===== src/rtl/cdb_arbiter_pkg.sv =====
// -----------------------------------------------------------------------------
// cdb_arbiter_pkg
//
// Shared definitions for the common data bus (CDB) arbiter and its consumers
// (ROB, reservation stations).
//
// Contents:
//   CDB_NUM_FU, CDB_DATA_WIDTH, CDB_ROB_IX_WIDTH, CDB_FU_IX_WIDTH
//       Default machine dimensions.
//   fu_e
//       Functional unit index. The position in the request vector is the
//       FU identity.
//   cdb_t
//       One broadcast on the bus, bundled so that consumers take a single
//       port.
//   rr_next()
//       Round-robin successor of an index, modulo the number of requesters.
// -----------------------------------------------------------------------------
package cdb_arbiter_pkg;

  localparam int CDB_NUM_FU       = 4;
  localparam int CDB_DATA_WIDTH   = 32;
  localparam int CDB_ROB_IX_WIDTH = 3;
  localparam int CDB_FU_IX_WIDTH  = (CDB_NUM_FU > 1) ? $clog2(CDB_NUM_FU) : 1;

  typedef enum logic [CDB_FU_IX_WIDTH-1:0] {
    FU_ALU  = 0,
    FU_MUL  = 1,
    FU_DIV  = 2,
    FU_LOAD = 3
  } fu_e;

  typedef struct packed {
    logic                        valid;
    logic [CDB_ROB_IX_WIDTH-1:0] rob_ix;
    logic [CDB_DATA_WIDTH-1:0]   value;
    logic [CDB_DATA_WIDTH-1:0]   dest;
  } cdb_t;

  // The index after ix, wrapping to 0 past the last requester. This form
  // does not assume that n is a power of two.
  function automatic int rr_next(input int ix, input int n);
    return (ix + 1 >= n) ? 0 : ix + 1;
  endfunction

endpackage : cdb_arbiter_pkg


===== src/rtl/cdb_arbiter_rr_priority_pick.sv =====
// -----------------------------------------------------------------------------
// rr_priority_pick
//
// Combinational rotating-priority search. The search starts at ptr and walks
// upward, wrapping modulo NUM_FU. It returns the first set request bit.
//
// Ports:
//   req     [NUM_FU-1:0]    request mask (already qualified by the caller)
//   ptr     [IX_WIDTH-1:0]  highest-priority index for this search
//   found                   at least one request bit is set
//   winner  [IX_WIDTH-1:0]  index of the first request at or after ptr;
//                           0 when found is low
// -----------------------------------------------------------------------------
module rr_priority_pick #(
  parameter int NUM_FU   = 4,
  parameter int IX_WIDTH = (NUM_FU > 1) ? $clog2(NUM_FU) : 1
) (
  input  logic [NUM_FU-1:0]   req,
  input  logic [IX_WIDTH-1:0] ptr,
  output logic                found,
  output logic [IX_WIDTH-1:0] winner
);

  // The candidate index carries one extra bit so that ptr + i cannot
  // overflow before it is wrapped back into range.
  logic [IX_WIDTH:0] cand;

  always_comb begin
    // NOTE: every output and temporary gets a value before the loop, so no
    // path through this block leaves a variable unassigned and no latch is
    // inferred.
    found  = 1'b0;
    winner = '0;
    cand   = '0;
    for (int i = 0; i < NUM_FU; i++) begin
      cand = {1'b0, ptr} + (IX_WIDTH + 1)'(i);
      if (cand >= (IX_WIDTH + 1)'(NUM_FU)) begin
        cand = cand - (IX_WIDTH + 1)'(NUM_FU);
      end
      if (!found && req[cand[IX_WIDTH-1:0]]) begin
        found  = 1'b1;
        winner = cand[IX_WIDTH-1:0];
      end
    end
  end

endmodule : rr_priority_pick


===== src/rtl/cdb_arbiter.sv =====
// -----------------------------------------------------------------------------
// cdb_arbiter
//
// Round-robin arbiter for the single common data bus. Each cycle it picks one
// functional unit that holds a result and registers that result onto the CDB.
// It also pulses a one-cycle read acknowledge back to that FU. Every output is
// registered, so no combinational path runs from an input to an output.
//
// Ports:
//   clk_in          system clock
//   rst_in          synchronous, active-high reset
//   valid_in        [NUM_FU]              FU k holds a result until acknowledged
//   rob_ix_in       [NUM_FU*ROB_IX_WIDTH] ROB index per FU (FU k at slice k)
//   value_in        [NUM_FU*DATA_WIDTH]   result value per FU
//   dest_in         [NUM_FU*DATA_WIDTH]   store/load address per FU
//   flush_in        ROB flush; no grant is made in a cycle where it is high
//   read_out        [NUM_FU]              one-hot acknowledge to the granted FU
//   cdb_valid_out   the bus carries a result this cycle
//   cdb_rob_ix_out  broadcast ROB index
//   cdb_value_out   broadcast value
//   cdb_dest_out    broadcast dest
//   grant_ix_out    index of the FU on the bus (debug)
// -----------------------------------------------------------------------------
module cdb_arbiter
  import cdb_arbiter_pkg::*;
#(
  parameter  int NUM_FU       = CDB_NUM_FU,
  parameter  int DATA_WIDTH   = CDB_DATA_WIDTH,
  parameter  int ROB_IX_WIDTH = CDB_ROB_IX_WIDTH,
  localparam int IX_WIDTH     = (NUM_FU > 1) ? $clog2(NUM_FU) : 1
) (
  input  logic                           clk_in,
  input  logic                           rst_in,
  input  logic [NUM_FU-1:0]              valid_in,
  input  logic [NUM_FU*ROB_IX_WIDTH-1:0] rob_ix_in,
  input  logic [NUM_FU*DATA_WIDTH-1:0]   value_in,
  input  logic [NUM_FU*DATA_WIDTH-1:0]   dest_in,
  input  logic                           flush_in,
  output logic [NUM_FU-1:0]              read_out,
  output logic                           cdb_valid_out,
  output logic [ROB_IX_WIDTH-1:0]        cdb_rob_ix_out,
  output logic [DATA_WIDTH-1:0]          cdb_value_out,
  output logic [DATA_WIDTH-1:0]          cdb_dest_out,
  output logic [IX_WIDTH-1:0]            grant_ix_out
);

  // ---------------------------------------------------------------------------
  // Split the flattened per-FU buses into arrays indexed by FU number.
  // ---------------------------------------------------------------------------
  logic [ROB_IX_WIDTH-1:0] fu_rob_ix [NUM_FU];
  logic [DATA_WIDTH-1:0]   fu_value  [NUM_FU];
  logic [DATA_WIDTH-1:0]   fu_dest   [NUM_FU];

  for (genvar k = 0; k < NUM_FU; k++) begin : g_unpack
    assign fu_rob_ix[k] = rob_ix_in[k*ROB_IX_WIDTH +: ROB_IX_WIDTH];
    assign fu_value[k]  = value_in[k*DATA_WIDTH +: DATA_WIDTH];
    assign fu_dest[k]   = dest_in[k*DATA_WIDTH +: DATA_WIDTH];
  end

  // ---------------------------------------------------------------------------
  // Eligibility and pick
  // ---------------------------------------------------------------------------
  logic [IX_WIDTH-1:0] ptr;
  logic [NUM_FU-1:0]   eligible;
  logic                found;
  logic [IX_WIDTH-1:0] winner;
  logic [NUM_FU-1:0]   winner_onehot;

  // The FU that holds read_out this cycle samples it only at the coming edge,
  // so its valid is still high. Masking it stops the same result from being
  // granted twice. A flush empties the request set, so the pointer holds.
  assign eligible      = flush_in ? '0 : (valid_in & ~read_out);
  assign winner_onehot = NUM_FU'(1) << winner;

  rr_priority_pick #(
    .NUM_FU   (NUM_FU),
    .IX_WIDTH (IX_WIDTH)
  ) u_pick (
    .req    (eligible),
    .ptr    (ptr),
    .found  (found),
    .winner (winner)
  );

  // ---------------------------------------------------------------------------
  // Registered bus, acknowledge and pointer
  // ---------------------------------------------------------------------------
  always_ff @(posedge clk_in) begin
    // NOTE: state updates use non-blocking assignments, so every register
    // here sees pre-edge values. read_out feeds the eligibility mask in this
    // way and does not race with its own update.
    if (rst_in) begin
      // NOTE: the data registers are reset as well as the control bits. The
      // outputs are defined as zero out of reset, and a broadcast that was
      // pending when reset arrived must not reappear.
      ptr            <= '0;
      read_out       <= '0;
      cdb_valid_out  <= 1'b0;
      cdb_rob_ix_out <= '0;
      cdb_value_out  <= '0;
      cdb_dest_out   <= '0;
      grant_ix_out   <= '0;
    end else begin
      cdb_valid_out <= found;
      read_out      <= found ? winner_onehot : '0;
      if (found) begin
        cdb_rob_ix_out <= fu_rob_ix[winner];
        cdb_value_out  <= fu_value[winner];
        cdb_dest_out   <= fu_dest[winner];
        grant_ix_out   <= winner;
        ptr            <= IX_WIDTH'(rr_next(int'(winner), NUM_FU));
      end
    end
  end

endmodule : cdb_arbiter


===== config.mk =====
export PLATFORM = sky130hd
export DESIGN_NAME = cdb_arbiter
export DESIGN_NICKNAME = d
export VERILOG_FILES = /design/src/rtl/cdb_arbiter_pkg.sv /design/src/rtl/cdb_arbiter_rr_priority_pick.sv /design/src/rtl/cdb_arbiter.sv
export SDC_FILE = /design/constraint.sdc
export NUM_CORES = 1
export LEC_CHECK = 0
export CAP_MARGIN = 20
export CORE_ASPECT_RATIO = 0.75
export CORE_MARGIN = 5
export CORE_UTILIZATION = 25
export CTS_CLUSTER_SIZE = 20
export DETAILED_ROUTE_END_ITERATION = 8
export GPL_TIMING_DRIVEN = 1
export PLACE_DENSITY_LB_ADDON = 0.05
export SLEW_MARGIN = 10
export SYNTH_ARGS = -nofsm -noshare
export SYNTH_HDL_FRONTEND = slang
export SYNTH_SLANG_ARGS = --single-unit

===== constraint.sdc =====
create_clock -name clk_in -period 2.37 [get_ports clk_in]
set_input_delay 0.711 -clock clk_in [delete_from_list [all_inputs] [get_ports clk_in]]
set_output_delay 0.711 -clock clk_in [all_outputs]
set_load 0.01 [all_outputs]

# Yosys cells after proc, flatten, opt, wreduce, memory -nomap -nowiden
# Cells that the tools add are included.
dict set report totals {
  reg_bits 76
  out_inout_bits 74
  word_cells 68
  input_bits 275
}
dict set report classes {
  n_bitwise 4
  mux 31
  magnitude_cmp 10
  reduce_logical 7
  addsub 8
  n_shift 1
}
# op n
set ops {}
lappend ops {{32-bit binary-select mux with 2-bit select} 2}
lappend ops {{32-bit 2-to-1 mux} 4}
lappend ops {{2-bit 2-to-1 mux} 9}
lappend ops {{3-bit greater-or-equal comparator (second input constant)} 5}
lappend ops {{2-bit by 3-bit < comparator with 1-bit output (second input constant)} 4}
lappend ops {{1-bit binary-select mux with 2-bit select} 4}
lappend ops {{1-bit 2-to-1 mux} 8}
lappend ops {{2-bit by 1-bit subtractor with 2-bit output (second input constant)} 4}
lappend ops {{2-bit by 1-bit adder with 3-bit output (second input constant)} 2}
lappend ops {{2-bit by 2-bit adder with 3-bit output (second input constant)} 2}
lappend ops {{3-bit binary-select mux with 2-bit select} 1}
lappend ops {{3-bit 2-to-1 mux} 2}
lappend ops {{4-bit AND} 1}
lappend ops {{4-bit 2-to-1 mux} 1}
lappend ops {{4-bit NOT} 1}
lappend ops {{1-bit by 2-bit left shift with 4-bit output (first input constant)} 1}
lappend ops {{2-bit by 3-bit greater-or-equal comparator with 1-bit output (second input constant)} 1}
lappend ops {{1-bit logical AND} 3}
lappend ops {{1-bit logical NOT} 3}
lappend ops {{2-bit NOT with 3-bit output} 1}
lappend ops {{2-bit OR reduction} 1}
lappend ops {{1-bit NOT} 1}

# Depth between registers and ports, before layout
# Gate-level depths: netlist of the first run.
dict set report logic_depth {
  word_depth 19
  depth_mapped 8
  mapped_depth_nobuf 5
}

# Modules after synthesis
# A second synthesis of the first run with hierarchy kept.
dict set report unflattened {
  cells_unflattened 428
  hier_area_um2 4540.6
}
# module cells_each seq_area_each_um2 area_per_inst_um2 n_inst
set by_module_without_submodules {}
lappend by_module_without_submodules {cdb_arbiter 413 1521.5 4463.0 1}
lappend by_module_without_submodules {rr_priority_pick 15 0.0 77.6 1}

# Worst setup path after synthesis of the first run
# No wires, ideal clock.
dict set report synth_path {
  path_kind {input to register}
  startpoint {input port valid_in[1]}
  endpoint {register cdb_value_out[22]}
  path_buffers 3
  setup_time_ps 128
  t_required_ps 2242
  path_slack_ps 263
  arrival_ps 1979
  path_stages 8
  cell_sequence {nor2b_2 o2111ai_2 and3_1 buf_6 buf_12 buf_8 mux2i_1 o221ai_2}
}
dict set report synth_between {
  elab_chain_len 18
  elab_cells_between_ends 28
  classes_between {mux: 20; bitwise: 2; reduce/logical: 6}
}
# item line
set synth_lines {}
lappend synth_lines {{from (decl)} cdb_arbiter.sv:34} ;# input logic [NUM_FU-1:0] valid_in,
lappend synth_lines {{4-bit AND *} cdb_arbiter.sv:72} ;# assign eligible = flush_in ? '0 : (valid_in & ~read_out);
lappend synth_lines {{4-bit 2-to-1 mux *} cdb_arbiter.sv:72}
lappend synth_lines {{1-bit binary-select mux with 2-bit select} cdb_arbiter_rr_priority_pick.sv:40} ;# if (!found && req[cand[IX_WIDTH-1:0]]) begin
lappend synth_lines {{1-bit 2-to-1 mux (implied by the code)} cdb_arbiter_rr_priority_pick.sv:40}
lappend synth_lines {{1-bit 2-to-1 mux} cdb_arbiter_rr_priority_pick.sv:40}
lappend synth_lines {{1-bit logical NOT} cdb_arbiter_rr_priority_pick.sv:40}
lappend synth_lines {{1-bit logical AND} cdb_arbiter_rr_priority_pick.sv:40}
lappend synth_lines {{1-bit 2-to-1 mux} cdb_arbiter_rr_priority_pick.sv:40}
lappend synth_lines {{1-bit logical NOT} cdb_arbiter_rr_priority_pick.sv:40}
lappend synth_lines {{1-bit logical AND} cdb_arbiter_rr_priority_pick.sv:40}
lappend synth_lines {{1-bit 2-to-1 mux} cdb_arbiter_rr_priority_pick.sv:40}
lappend synth_lines {{1-bit logical NOT} cdb_arbiter_rr_priority_pick.sv:40}
lappend synth_lines {{1-bit logical AND} cdb_arbiter_rr_priority_pick.sv:40}
lappend synth_lines {{2-bit 2-to-1 mux} cdb_arbiter_rr_priority_pick.sv:40}
lappend synth_lines {{2-bit NOT with 3-bit output (implied by the code)} cdb_arbiter.sv:108} ;# cdb_value_out <= fu_value[winner];
lappend synth_lines {{32-bit binary-select mux with 2-bit select} cdb_arbiter.sv:108}
lappend synth_lines {{32-bit 2-to-1 mux (implied by the code) (2 in series)} cdb_arbiter.sv:108}
lappend synth_lines {{to (signal assigned)} cdb_arbiter.sv:108}
lappend synth_lines {{to (decl)} cdb_arbiter.sv:42} ;# output logic [DATA_WIDTH-1:0] cdb_value_out,
# Mark *: on every way between the ends. The rest lies on a longest branch, timed or not. The select of a mux whose other input is x is not followed.
# A chain may end at the register's enable or synchronous reset.

# Final worst setup path of the first run
dict set report layout_path {
  startpoint {input port valid_in[3]}
  endpoint {register cdb_value_out[7]}
}
# Same word-level chain as after synthesis.

==> results of run 1 <==
-- layer usage --
layer | up-vias | share of wire, % | wire length (um) | GRT usage (%)
met4 | 0 | 1.4 | 286 | 3.98
met3 | 17 | 7.2 | 1450 | 5.91
li1 | 2424 | - | - | -
met2 | 218 | 50 | 10200 | 31.4
met5 | - | 0 | 0 | 0
met1 | 2324 | 41 | 8220 | 20.7
-- state kept, by name (all words and copies together), names as in the netlist --
signal          flops
cdb_dest_out       32
cdb_value_out      32
read_out            4
cdb_rob_ix_out      3
grant_ix_out        2
ptr                 2
cdb_valid_out       1
-- critical path: cells and delay by family --
kind / cells / cell delay (ns)
muxes: 1 / 0.22
and+or+nand+nor: 2 / 0.40
AOI/OAI and AO/OA: 2 / 0.20
buffers and inverters: 4 / 0.99
-- cell families (layout without fill, tap and decap cells) --
kind of cell | after synthesis | count (layout) | synth area share (%)
XOR/XNOR | 1 | 1 | 0.192
flip-flops | 76 | 76 | 33.4
multiplexers | 134 | 134 | 29.4
AND/OR/NAND/NOR | 69 | 69 | 8.29
buffers and inverters | 46 | 416 | 7.63
AO/OA/AOI/OAI | 102 | 102 | 21.1
-- area by class of cell --
class	count	area share, %
Clock buffer	12	2.97
Clock inverter	4	0.251
Inverter	2	0.0838
Multi-Input combinational cell	306	30.8
Sequential cell	76	17.0
Tap cell	242	3.38
Timing Repair Buffer	398	45.5
-- repair_timing --
item / in CTS / in global routing
endpoints found under the setup margin: 3 / 58
hold endpoints to repair: 0 / 0
buffers inserted: 0 / 9
hold buffers: 0 / 0
pin swaps: 0 / 2
gates cloned: 0 / 4
gates resized for setup: 1 / 20
-- worst paths after layout --
check / slack (ns) / endpoint / depth (start not counted) / startpoint
setup / recovery: 0.04 / cdb_value_out[7]$_SDFFE_PP0P_ / 9 / valid_in[3]
hold / removal: 0.46 / grant_ix_out[0]$_SDFFE_PP0P_ / 2 / grant_ix_out[0]$_SDFFE_PP0P_
setup reg to reg: 0.43 / cdb_value_out[7]$_SDFFE_PP0P_ / 7 / read_out[0]$_SDFF_PP0_
hold reg to reg: 0.46 / grant_ix_out[0]$_SDFFE_PP0P_ / 2 / grant_ix_out[0]$_SDFFE_PP0P_
-- where the power goes --
| group | total (mW) | switching [mW] | leakage [nW] | internal [mW] |
|---|---|---|---|---|
| Combinational | 1.78 | 0.690 | 2.77 | 1.09 |
| Sequential | 1.52 | 0.0859 | 0.629 | 1.43 |
| Clock | 1.34 | 0.550 | 0.144 | 0.789 |
-- synth_stat cells, drive strengths merged (2+ instances only) --
cell type  instances
a21oi              4
a221oi            23
and3               2
buf               29
clkbuf            15
dfxtp             76
inv                2
mux2i            134
nand2              4
nand2b             3
nand3             45
nor2               6
nor2b              4
o21ai             24
o221ai            44
==> results.cfg, run 1 <==
[run_status]
run_status = complete, no violations

[route]
drc = 0
drt_iter0_drc = 185
postRouteAntennaNets = 0
drt-wirelength-per-cell_um = 19.3
drt_pass1_iterations = 4
post_drt_via_cell_ratio = 4.79
route.final.wire_length_um = 20100
route.vias.total = 4983

[sta]
finalHoldWorstSlack_ns = 0.460
final_max_slew_viols = 0
timing.final.setup_violations = 0
rsz_0062_raised_after_global_routing = yes
final.setup_skew_ns = 0.00531
max_fclk_mhz = 430
setup_slack_ns = 0.0432
period_minus_slack_ns = 2.33
totalNegativeSetupSlack_ns = 0
number_of_hold_violations_in_the_final_report = 0
max_slew_margin_pct = 78.4
final_min_period_over_clock_period_pct = 98.2
max_slew.worst_pin.slew_ns = 0.315

[floorplanning]
initial_utilization_pct = 25.7
chipHeight_um = 127
die_width_um = 166
boundaryPins = 349
fp.dieArea_sq_mm = 0.0211
fp.coreArea_sq_mm = 0.0178
rows = 42

[clock_tree]
tritoncts = done
cts-buffers-inserted = 9
post_cts_clock_slew_at_the_launch_and_capture_registers_of_the_worst_setup_and_hold_paths_ns = 0.06
cts-root-to-sink-buffers = 2
cts_sinks = 76
worst_skew_pair.late_latency_ns = 0.34
cts_root_buf = sky130_fd_sc_hd__clkbuf_16
cts_htree_levels = 3

[power_and_ir_drop]
power_density_mw_per_mm2 = 517
power.total_mw = 4.63
peakVddDrop_uv = 311
power.static_leakage_nw = 3.55

[cells_and_area]
layout.area.seq_sq_mm = 0.00152
antennaDiodeCount = 0
commonest_non_fill_non_tap_cell_in_the_layout = sky130_fd_sc_hd__clkdlybuf4s50_1
final_core_occ_pct = 50.4
mostFrequentLayoutCells = sky130_fd_sc_hd__clkdlybuf4s50_1 (347), sky130_fd_sc_hd__mux2i_1 (124), sky130_fd_sc_hd__dfxtp_1 (76)
fraction_of_final_layout_cells_sized_beyond_drive_strength_1_pct = 14.2
areaGrowthSynthToFinish_pct = 96.6
design.final.nets = 1068
layout.filler_cells = 1627
multi_input_comb_area_sq_mm = 0.00276
stdcell_area_sq_mm = 0.00896
stdcell_count = 1040

[run]
timing.max_cap.violations = 0

[place]
post-place-cells = 1012
dp_hpwl_um = 15700
post-place-ws_ns = -0.362
routabilityCongestion = 0.858
io_buffer_count = 348
post_dp_cell_area_sq_mm = 0.00843

[worst_setup_path]
critPathCaptureType = flop
critPathRequiredTime_ns = 2.58
worst_path_max_delay_cell = sky130_fd_sc_hd__clkdlybuf4s50_1
timing.critical_path.arrival_ns = 2.54
setup.worst_path.class = in2reg
cp_common_cell = sky130_fd_sc_hd__buf_4
path_cells = clkdlybuf4s50_1, nand2b_1, buf_4, o2111ai_2, and3_4, buf_4, clkbuf_16, mux2i_1, o221ai_1
setup.worst_path.start_class = primary input
critical_path_peak_fanout = 18
slowest_delay_ns = 0.48

[synth]
number_of_register_bits_inferred_by_synthesis = 76
netlist_instances = 428
synth.yosys.seq_area_share_pct = 33.4
yosys.area.top_type_share_pct = 33.4
synth-warning-count = 0
netlist.top_cell.by_area = sky130_fd_sc_hd__dfxtp_1
synth_area_per_cell_sq_um = 10.6
synth_cell_type_count = 40
synth_flop_cell = sky130_fd_sc_hd__dfxtp_1
synth-edff-count = 0
synth_nets = 703
post_synth_main_area_contributors = sky130_fd_sc_hd__dfxtp_1 (33%), sky130_fd_sc_hd__mux2i_1 (29%), sky130_fd_sc_hd__o221ai_1 (6.7%)
syn-cell-area_sq_mm = 0.00456
post_synthesis_async_set_or_reset_flop_share_pct = 0

[global_route]
grt_overflow = 0
grt_first_pass_wirelength_um = 29400
grt_max_degree = 37
via_count_of_the_first_global_routing_pass = 5274
global_route_total_usage_across_every_layer_pct = 17.6
antenna_found_initial = 0

[min_path]
worstHoldPathType = reg2reg
No activity file was read; power rests on OpenSTA's default activity.
==> inputs of run 2 (changes only) <==
--- a/config.mk
+++ b/config.mk
@@ -9,7 +9,6 @@
 export CORE_ASPECT_RATIO = 0.75
 export CORE_MARGIN = 5
 export CORE_UTILIZATION = 25
-export CTS_CLUSTER_SIZE = 20
 export DETAILED_ROUTE_END_ITERATION = 8
 export GPL_TIMING_DRIVEN = 1
 export PLACE_DENSITY_LB_ADDON = 0.05
==> results of run 2 <==
Final layout, timing and power as in run 1 (identical DEF).
